## src/rtl/i2c_bus_arbiter.sv

```systemverilog
// i2c_bus_arbiter: round-robin sharing of one I2C_Driver among NUM_CH controllers.
// Define ARB_TIMEOUT_EN to bound bus ownership to TIMEOUT_CYCLES.
module i2c_bus_arbiter #(
  parameter int NUM_CH         = 3,
  parameter int DW             = 8,
  parameter int TIMEOUT_CYCLES = 2000000
) (
  input  logic                 clk,
  input  logic                 rst_n,
  input  logic [NUM_CH-1:0]    ch_req,
  input  logic [NUM_CH-1:0]    ch_ena,
  input  logic [NUM_CH-1:0]    ch_rw,
  input  logic [NUM_CH-1:0]    ch_start_transfer,
  input  logic [NUM_CH-1:0]    ch_stop_transfer,
  input  logic [NUM_CH-1:0]    ch_r_start,
  input  logic [NUM_CH*DW-1:0] ch_data_wr,
  output logic [DW-1:0]        ch_data_rd,
  output logic [NUM_CH-1:0]    ch_busy,
  output logic [NUM_CH-1:0]    ch_ready,
  output logic [NUM_CH-1:0]    ch_ack_err,
  output logic [NUM_CH-1:0]    ch_grant,
  output logic                 drv_ena,
  output logic                 drv_rw,
  output logic                 drv_start_transfer,
  output logic                 drv_stop_transfer,
  output logic                 drv_r_start,
  output logic [DW-1:0]        drv_data_wr,
  input  logic [DW-1:0]        drv_data_rd,
  input  logic                 drv_busy,
  input  logic                 drv_ready,
  input  logic                 drv_ack_err,
  output logic                 timeout
);

  localparam int IW = (NUM_CH > 1) ? $clog2(NUM_CH) : 1;

  typedef enum logic [2:0] {
    S_IDLE,
    S_GRANT,
    S_OWN,
    S_DRAIN,
    S_REL
  } state_t;

  state_t              state, state_d;
  logic [IW-1:0]       g;
  logic [IW-1:0]       ptr;
  logic [IW-1:0]       pick;
  logic                found;
  logic [NUM_CH-1:0]   grant_q;
  logic [NUM_CH-1:0]   elig;
  int                  idx;

`ifdef ARB_TIMEOUT_EN
  localparam int CW = (TIMEOUT_CYCLES > 2) ? $clog2(TIMEOUT_CYCLES) : 1;

  logic [CW-1:0]     cnt;
  logic              to_fire;
  logic              to_q;
  logic [NUM_CH-1:0] mask;

  // A timed-out channel sits out arbitration until it lowers its request.
  assign to_fire = (state == S_OWN || state == S_DRAIN) &&
                   (cnt == CW'(TIMEOUT_CYCLES - 1));
  assign elig    = ch_req & ~mask;
  assign timeout = to_q;

  // Ownership watchdog, sticky flag and per-channel re-arbitration mask.
  always_ff @(posedge clk or negedge rst_n) begin
    if (!rst_n) begin
      cnt  <= '0;
      to_q <= 1'b0;
      mask <= '0;
    end else begin
      if (state == S_IDLE)
        cnt <= '0;
      else if (state == S_OWN || state == S_DRAIN)
        cnt <= cnt + 1'b1;
      to_q <= to_q | to_fire;
      mask <= (mask & ch_req) | (to_fire ? grant_q : '0);
    end
  end
`else
  assign elig    = ch_req;
  assign timeout = 1'b0;
`endif

  // First eligible requester at or after the round-robin pointer.
  always_comb begin
    pick  = '0;
    found = 1'b0;
    idx   = 0;
    for (int k = 0; k < NUM_CH; k++) begin
      idx = (int'(ptr) + k) % NUM_CH;
      if (!found && elig[idx]) begin
        found = 1'b1;
        pick  = IW'(idx);
      end
    end
  end

  // Next-state logic for the ownership sequence.
  always_comb begin
    state_d = state;
    unique case (state)
      S_IDLE:  if (found) state_d = S_GRANT;
      S_GRANT: state_d = ch_req[g] ? S_OWN : S_REL;
      S_OWN:   if (!ch_req[g]) state_d = S_DRAIN;
      S_DRAIN: if (!drv_busy) state_d = S_REL;
      S_REL:   state_d = S_IDLE;
      default: state_d = S_IDLE;
    endcase
`ifdef ARB_TIMEOUT_EN
    if (to_fire) state_d = S_REL;
`endif
  end

  // State, owner index, grant vector and round-robin pointer.
  always_ff @(posedge clk or negedge rst_n) begin
    if (!rst_n) begin
      state   <= S_IDLE;
      g       <= '0;
      ptr     <= '0;
      grant_q <= '0;
    end else begin
      state <= state_d;
      if (state == S_IDLE && found) begin
        g       <= pick;
        grant_q <= {{(NUM_CH-1){1'b0}}, 1'b1} << pick;
      end
      if (state_d == S_REL && state != S_REL)
        grant_q <= '0;
      if (state == S_REL)
        ptr <= (g == IW'(NUM_CH - 1)) ? '0 : g + 1'b1;
    end
  end

  assign ch_grant   = grant_q;
  assign ch_data_rd = drv_data_rd;

  // Driver mux from the registered owner; non-owners see a busy driver.
  always_comb begin
    drv_ena            = 1'b0;
    drv_rw             = 1'b0;
    drv_start_transfer = 1'b0;
    drv_stop_transfer  = 1'b0;
    drv_r_start        = 1'b0;
    drv_data_wr        = '0;
    ch_busy            = '1;
    ch_ready           = '0;
    ch_ack_err         = '0;
    case (state)
      S_GRANT: begin
        ch_busy[g]  = drv_busy;
        ch_ready[g] = drv_ready;
      end
      S_OWN, S_DRAIN: begin
        drv_ena            = (state == S_OWN) ? ch_ena[g] : 1'b0;
        drv_rw             = ch_rw[g];
        drv_start_transfer = ch_start_transfer[g];
        drv_stop_transfer  = ch_stop_transfer[g];
        drv_r_start        = ch_r_start[g];
        drv_data_wr        = ch_data_wr[int'(g)*DW +: DW];
        ch_busy[g]         = drv_busy;
        ch_ready[g]        = drv_ready;
        ch_ack_err[g]      = drv_ack_err;
      end
      default: begin
      end
    endcase
  end

endmodule

```

## config.mk

```make
export PLATFORM = sky130hd
export DESIGN_NAME = i2c_bus_arbiter
export DESIGN_NICKNAME = d
export VERILOG_FILES = /design/src/rtl/i2c_bus_arbiter.sv
export SDC_FILE = /design/constraint.sdc
export NUM_CORES = 1
export LEC_CHECK = 0
export ABC_AREA = 1
export CORE_UTILIZATION = 37
export CTS_CLUSTER_SIZE = 12
export DETAILED_ROUTE_END_ITERATION = 16
export PLACE_DENSITY_LB_ADDON = 0.1
export SLEW_MARGIN = 30
export SYNTH_ARGS = -nofsm -noshare
export SYNTH_HDL_FRONTEND = slang
export SYNTH_SLANG_ARGS = --single-unit
```

## constraint.sdc

```tcl
create_clock -name clk -period 4.83 [get_ports clk]
set_input_delay 0.7245 -clock clk [delete_from_list [all_inputs] [get_ports clk]]
set_output_delay 0.7245 -clock clk [all_outputs]
set_load 0.02 [all_outputs]
```

==> Word level (Yosys, flattened, before mapping) <==
Index checks and enable logic that the tools add are counted.
{ "op_classes": {"shifts": 2, "n_eq_ne": 7, "div_mod_pow": 3, "n_reduce_logical": 11, "n_mux": 47, "order_cmp": 5, "bitwise": 4, "multipliers": 0, "add_sub_neg": 3} }
{ "ops": {"columns": ["operator", "count"], "rows": [
  ["$lt 32x4->1 const B", 3],
  ["$mod 32x3->32 const B", 2],
  ["$mod 3x3->32 const B", 1],
  ["$mux 3", 9],
  ["$shiftx 24x6->8", 1],
  ["$mux 1", 22],
  ["$bmux 1 s2", 9],
  ["$pmux 3 s4", 1],
  ["$mux 2", 4],
  ["$mux 8", 1],
  ["$and 3x3->3", 2],
  ["$eq 3x2->1 const B", 2],
  ["$eq 3x3->1 const B", 2],
  ["$logic_and 1x1->1", 5],
  ["$add 2x1->3 const B", 1],
  ["$add 2x2->3 const B", 1],
  ["$eq 3x1->1 const B", 1],
  ["$logic_not 3->1", 1],
  ["$lt 2x3->1 const B", 1],
  ["$ne 3x3->1 const B", 1],
  ["$not 3->3", 1],
  ["$or 3x3->3", 1],
  ["$reduce_or 3->1", 1],
  ["$shl 1x2->3 const A", 1],
  ["other kinds (7)", 8]
]} }
{ "totals": {"word_cells": 86, "mem_bits_ro": 0, "latchBits": 0, "ramBits": 0, "in_bits": 55, "reg_bits": 10, "output_inout_bits": 34, "memories": 0} }

==> Logic depth before layout (Yosys ltp) <==
Gate-level depths: netlist (run 1).
{ "depth": {"depth_word": 16, "ltp_mapped": 12, "ltp_nobuf": 12} }

==> Least setup slack after synthesis (run 1) <==
No wires, ideal clock.
{ "synth_timing": {"path_kind": "register -> output", "startpoint": "register g[1]", "endpoint": "output port ch_ready[0]", "t_arrival_ps": 1363, "path_slack_ps": 2743, "path_stages_with_launch": 5, "required_ps": 4106, "path_buffers": 1, "path_cell_list": "dfrtp_1 -> nor2_2 -> buf_4 -> inv_1 -> nor3_1"} }
{ "synth_between": {"elab_chain_len": 6, "word_cells_on_any_way": 7} }
{ "synth_lines": {"columns": ["element", "line", "text"], "rows": [
  ["start: declaration", "46", "logic [IW-1:0] g;"],
  ["start signal: assignment", "128", "g <= pick;"],
  ["$lt 2x3->1 (not written as such) or $ge 2x1->1 (tied branches)", "155, 165", null],
  ["$logic_and 1x1->1 (not written as such)", "155, 165", null],
  ["$mux 1 (not written as such)", "155, 165", null],
  ["$demux 1 s2 (*)", "155, 165", null],
  ["$and 3x3->3 (no line) (*)", null, null],
  ["$mux 3 (*)", null, null],
  ["end: declaration", "19", "output logic [NUM_CH-1:0] ch_ready,"]
]} }
Every way passes the cells marked *; elsewhere a longest branch is shown, timed or not.

==> Worst setup path in the final report (run 1) <==
Ends and elaborated chain as after synthesis.

==> flow_summary.ini, run 1 <==
[status]
status = finished, final reports clean

[placement]
place.port_buffers = 71
dpl.hpwl_mm = 2.85
dpl_worst_slack_ps = 2010
placed_area_sq_um = 1890
place_congestion = 0.845

[route]
dr_total_vias = 1398
drt-wirelength-per-cell_um = 11.6
drtAntennaViolNets = 0
dr.pass1.iters = 4
avgViaCountPerCell = 4.58
routed_wl_mm = 3.53
route.detailed.drc = 0
dr.first_iter.drc_count = 90

[cts]
postCtsSetupBuffers = 0
cts_buffers = 3
clk_latency_ps = 260
cts-root-buf = clkbuf_4
clk_pin_slew_ps = 60
cts.htree.levels = 1
numClockSinks = 10
cts_resized = 0
cts_max_path_buffers = 2
cts_tree = done
cts_hold_buf = 0

[timing]
finalCriticalPeriod_ps = 3020
timing.setup.tns_ps = 0
fin_worst_skew_ps = 1.40
max_slew.worst_pin.slew_ps = 692
setup_viol = 0
hold_viol_final = 0
max_freq_ghz = 0.331
rsz0062_at_grt = false
relSlewSlack = 0.538
min_period_over_period = 0.625
drv_slew = 0
final.setup.worst_slack_ps = 1810

[global_routing]
grt_remaining_overflow = 0
grt_usage = 0.203
first_global_vias = 1263
grt_pass1_wl_mm = 5.43
grt_max_degree = 17
antenna_found_initial = 0

[floorplan]
start_util = 0.393
die_area_sq_um = 3500
io_pins = 89
rows = 20
dieWidth_um = 59.2
core-area_sq_um = 3080
die_h_um = 59.2

[critical_path]
path_cells = nor2_2 > inv_1 > nor3_1 > clkdlybuf4s50_1
crit_family = buffers and inverters
slowest_delay_ps = 630
worst-path-buf-inv = 2
critical_path_class = flip-flop to output pin
critPathMaxFanout = 16
crit_arrival_ps = 2290
r2r_setup_slack_ps = 3110
slowest_stage = clkdlybuf4s50_1
cp_data_required_time_ps = 4110
critPathLaunchType = flip-flop
end_kind = output pin

[layout]
fin_area_sq_um = 1910
synthToLayoutAreaGrowth_pct = 58.4
nets = 322
fin_util = 0.622
antenna_cells = 0
drive_above_1_share = 0.103

[logic_synthesis]
syn_nets = 258
synth_cells = 199
synth.cell_area_sq_um = 1210
yosysSeqAreaShare = 0.207
synthDistinctLibCells = 26
yosys_warnings = 0
synth-seq-cells = 10
syn_avg_cell_area_sq_um = 6.07

[power_and_ir_drop]
p_per_area_nw_per_um2 = 482
peakVddDrop_uv = 301
p_leak_nw = 0.996
totalPowerFinal_mw = 0.923

[run]
cap_violations = 0

[min_path]
hold_path_class = flip-flop to flip-flop
==> registers in the layout (all words and copies together), names as in the netlist <==
signal	flops
ch_grant	3
g	2
state	3
ptr	2
==> worst min-delay path: cells and delay by family (launching register included) <==
| kind | cells | cell delay, ps |
|---|---|---|
| and+or+nand+nor | 2 | 140 |
| DFF | 1 | 350 |
==> layout by cell type (no fill, tap or decap) <==
master and n:
nand2_1 73, clkbuf_4 3, o21a_2 1, nand2_4 2
nor2_2 1, conb_1 1, a21oi_4 1, nor2_4 1
nand2_2 6, nand4_1 2, nand3b_4 1, o21ai_0 2
o21a_1 1, ha_1 4, a22oi_1 11, nand3_1 14
inv_4 1, o221ai_1 1, dfrtp_1 10, nor2_1 9
inv_1 32, o21ai_2 1, nand3_2 2, inv_2 6
clkdlybuf4s50_1 71, nor3_1 3, buf_4 1
==> cell usage after synthesis <==
library cell,instances,area [sq um]
nand2_1,73,274
inv_1,32,120
nand3_1,14,70.1
a22oi_1,11,82.6
buf_4,10,75.1
dfrtp_1,10,250
nor2_1,9,33.8
inv_2,6,22.5
nand2_2,6,37.5
ha_1,4,50.1
buf_2,3,15.0
nor3_1,3,15.0
nand2_4,2,22.5
nand3_2,2,20.0
nand4_1,2,12.5
o21ai_0,2,10.0
a21oi_4,1,16.3
conb_1,1,3.75
inv_4,1,6.26
nand3b_4,1,20.0
nor2_2,1,6.26
nor2_4,1,11.3
o21a_1,1,7.51
o21a_2,1,8.76
o21ai_2,1,8.76
o221ai_1,1,8.76
==> power by group <==
group          switching (mW)  leakage [nW]  internal, mW
clock network          0.0262        0.0138        0.0287
logic                   0.426         0.853         0.292
registers              0.0321         0.129         0.119
==> metrics by stage <==
| step | instances | hold slack, ps |
|---|---|---|
| after floorplan | 199 | 429 |
| after global placement | 302 | 493 |
| after detailed placement | 302 | 502 |
| after CTS | 305 | 525 |
| after global routing | 305 | 555 |
| final | 305 | 524 |
==> area by class of cell <==
cell class | instances | area [sq um]
Clock buffer | 3 | 22.5
Multi-Input combinational cell | 137 | 719
Timing Repair Buffer | 72 | 718
Sequential cell | 10 | 250
Fill cell | 299 | 1160
Tap cell | 44 | 55.1
Inverter | 39 | 149
==> final timing paths <==
| check | start | endpoint | depth (start not counted) |
|---|---|---|---|
| min in group asynchronous | rst_n | ch_grant[1] | 1 |
| hold reg to reg | ch_grant[1] | ch_grant[1] | 2 |
| hold / removal | ch_grant[1] | ch_grant[1] | 2 |
| max in group asynchronous | rst_n | state[1] | 1 |
| setup / recovery | g[1] | ch_ready[0] | 4 |
| setup reg to reg | ptr[0] | ch_grant[1] | 11 |
==> kinds of logic (layout without fill, tap and decap cells) <==
logic type | after synthesis | after routing | synth area share
other | 1 | 1 | 0.00310
buffers and inverters | 52 | 114 | 0.198
and+or+nand+nor | 114 | 114 | 0.433
adders and majority gates | 4 | 4 | 0.0414
DFF | 10 | 10 | 0.207
AOI/OAI and AO/OA | 18 | 18 | 0.118
==> per-layer routing <==
layer	track usage	part of all wire
met5	0	0
met4	0.0680	0.0068
met2	0.369	0.46
met3	0.0328	0.094
met1	0.242	0.44
(Power assumes the default switching activity.)
==> run 2: changes to the inputs <==
- CORE_UTILIZATION: 37 -> 35
- clock period: 4.83 -> 3.1 ns (I/O delays scaled with it)
==> run 2 against run 1 <==
Effect of this change: global-route usage fell by 1.5 points; first-iteration DRC count fell by 42%; power rose by 60%; clock skew barely moved; sequential power rose by 54%; routed wire length fell by 1.2%; clock power rose by 110%; register-to-register slack got worse by 1700 ps; core utilization fell by 0.81 points; hold slack got worse by 17 ps.
==> flow_summary.ini, run 2 (synthesis results as in run 1) <==
[status]
status = finished, final reports clean

[layout]
drive_above_1_share = 0.110
nets = 323
antenna_cells = 0
layout_common_cells = nand2_1 (73), clkdlybuf4s50_1 (71), inv_1 (32)
synthToLayoutAreaGrowth_pct = 60.1
final_common_cell = nand2_1

[timing]
drv_slew = 0
max_freq_ghz = 0.383
finalCriticalPeriod_ps = 2610
min_period_over_period = 0.842
timing.setup.tns_ps = 0
fin_worst_skew_ps = 1.34
setup_viol = 0
rsz0062_at_grt = false
hold_ws_ps = 506
hold_viol_final = 0

[power_and_ir_drop]
p_leak_nw = 1.01
seq_power_share = 0.158
switching_power_mw = 0.754
peakVddDrop_uv = 459
internal-power_mw = 0.719
comb_power_share = 0.764
p_per_area_nw_per_um2 = 761
power_frac_clock = 0.078
sw_frac_of_total = 0.512

[critical_path]
critPathMaxFanout = 10
slowest_stage = clkdlybuf4s50_1
cp_data_required_time_ps = 2630
crit_arrival_ps = 2150
end_kind = output pin
critical_path_class = flip-flop to output pin
slowest_delay_ps = 640
critPathLaunchType = flip-flop
path_cells = nor2_2 > buf_4 > inv_1 > nor3_1 > clkdlybuf4s50_1

[min_path]
hold_path_class = primary input to async pin

[cts]
postCtsSetupBuffers = 0
cts-root-buf = clkbuf_4
cts_resized = 0
clk_pin_slew_ps = 60
cts.htree.levels = 1
cts_buffers = 3
cts_max_path_buffers = 2
cts_hold_buf = 0
clk_latency_ps = 260
cts_tree = done
numClockSinks = 10

[global_routing]
grt_remaining_overflow = 0
grt_max_degree = 17
grt_pass1_wl_mm = 5.17
grt_usage = 0.188
antenna_found_initial = 0
first_global_vias = 1186

[run]
cap_violations = 0

[floorplan]
io_pins = 89
start_util = 0.383
dieWidth_um = 60.8
core-area_sq_um = 3150
die_area_sq_um = 3690
rows = 20
die_h_um = 60.8

[route]
dr_total_vias = 1382
dr.first_iter.drc_count = 52
drt-wirelength-per-cell_um = 11.4
route.detailed.drc = 0
avgViaCountPerCell = 4.50
drtAntennaViolNets = 0
routed_wl_mm = 3.49
dr.pass1.iters = 4

[placement]
place_congestion = 0.794
dpl.hpwl_mm = 2.81
place.port_buffers = 71
## run 2: critical path, delay by kind of cell, from the launching register on
kind          cells  cell delay, ps
buf+inv           3             960
flops             1             450
simple gates      2             470
## run 2: worst paths after layout
kind                       cells past startpoint   startpoint     endpoint  slack (ps)
setup / recovery                               5         g[1]  ch_ready[0]         490
hold / removal                                 1        rst_n  ch_grant[1]         510
setup reg to reg                              11       ptr[0]  ch_grant[1]        1410
hold reg to reg                                2  ch_grant[2]  ch_grant[2]         510
max in group asynchronous                      1        rst_n     state[0]        2290
min in group clk                               2  ch_grant[2]  ch_grant[2]         510
## run 2: per-layer routing
layer  track usage  part of all wire  vias up
met4        0.0617            0.0080        0
li1              -                 -      734
met1         0.226              0.46      590
met5             0                 0        -
met3        0.0448              0.10        4
met2         0.331              0.43       54
## run 2: layout make-up
class	count	area, sq um
Sequential cell	10	250
Clock buffer	4	36.3
Tap cell	44	55.1
Inverter	39	149
Fill cell	334	1220
Timing Repair Buffer	73	726
Multi-Input combinational cell	137	719
## run 2: power by group through the flow
stage	Combinational, mW	Clock [mW]	Sequential [mW]
after global routing	1.24	0.122	0.243
after CTS	1.14	0.119	0.232
final	1.13	0.115	0.233
after global placement	1.13	0	0.234
after floorplan	0.783	0	0.245
after detailed placement	1.13	0	0.235
## run 2: per-stage QoR
stage | setup WS, ps | total power [mW] | cells | cell area [sq um] | util
floorplan | 1270 | 1.03 | 199 | 1210 | -
global placement | 811 | 1.37 | 303 | 1900 | 0.602
detailed placement | 760 | 1.37 | 303 | 1900 | 0.602
CTS | 463 | 1.49 | 307 | 1940 | 0.614
global route | 354 | 1.61 | 307 | 1940 | 0.614
finish | 488 | 1.47 | 307 | 1940 | 0.614
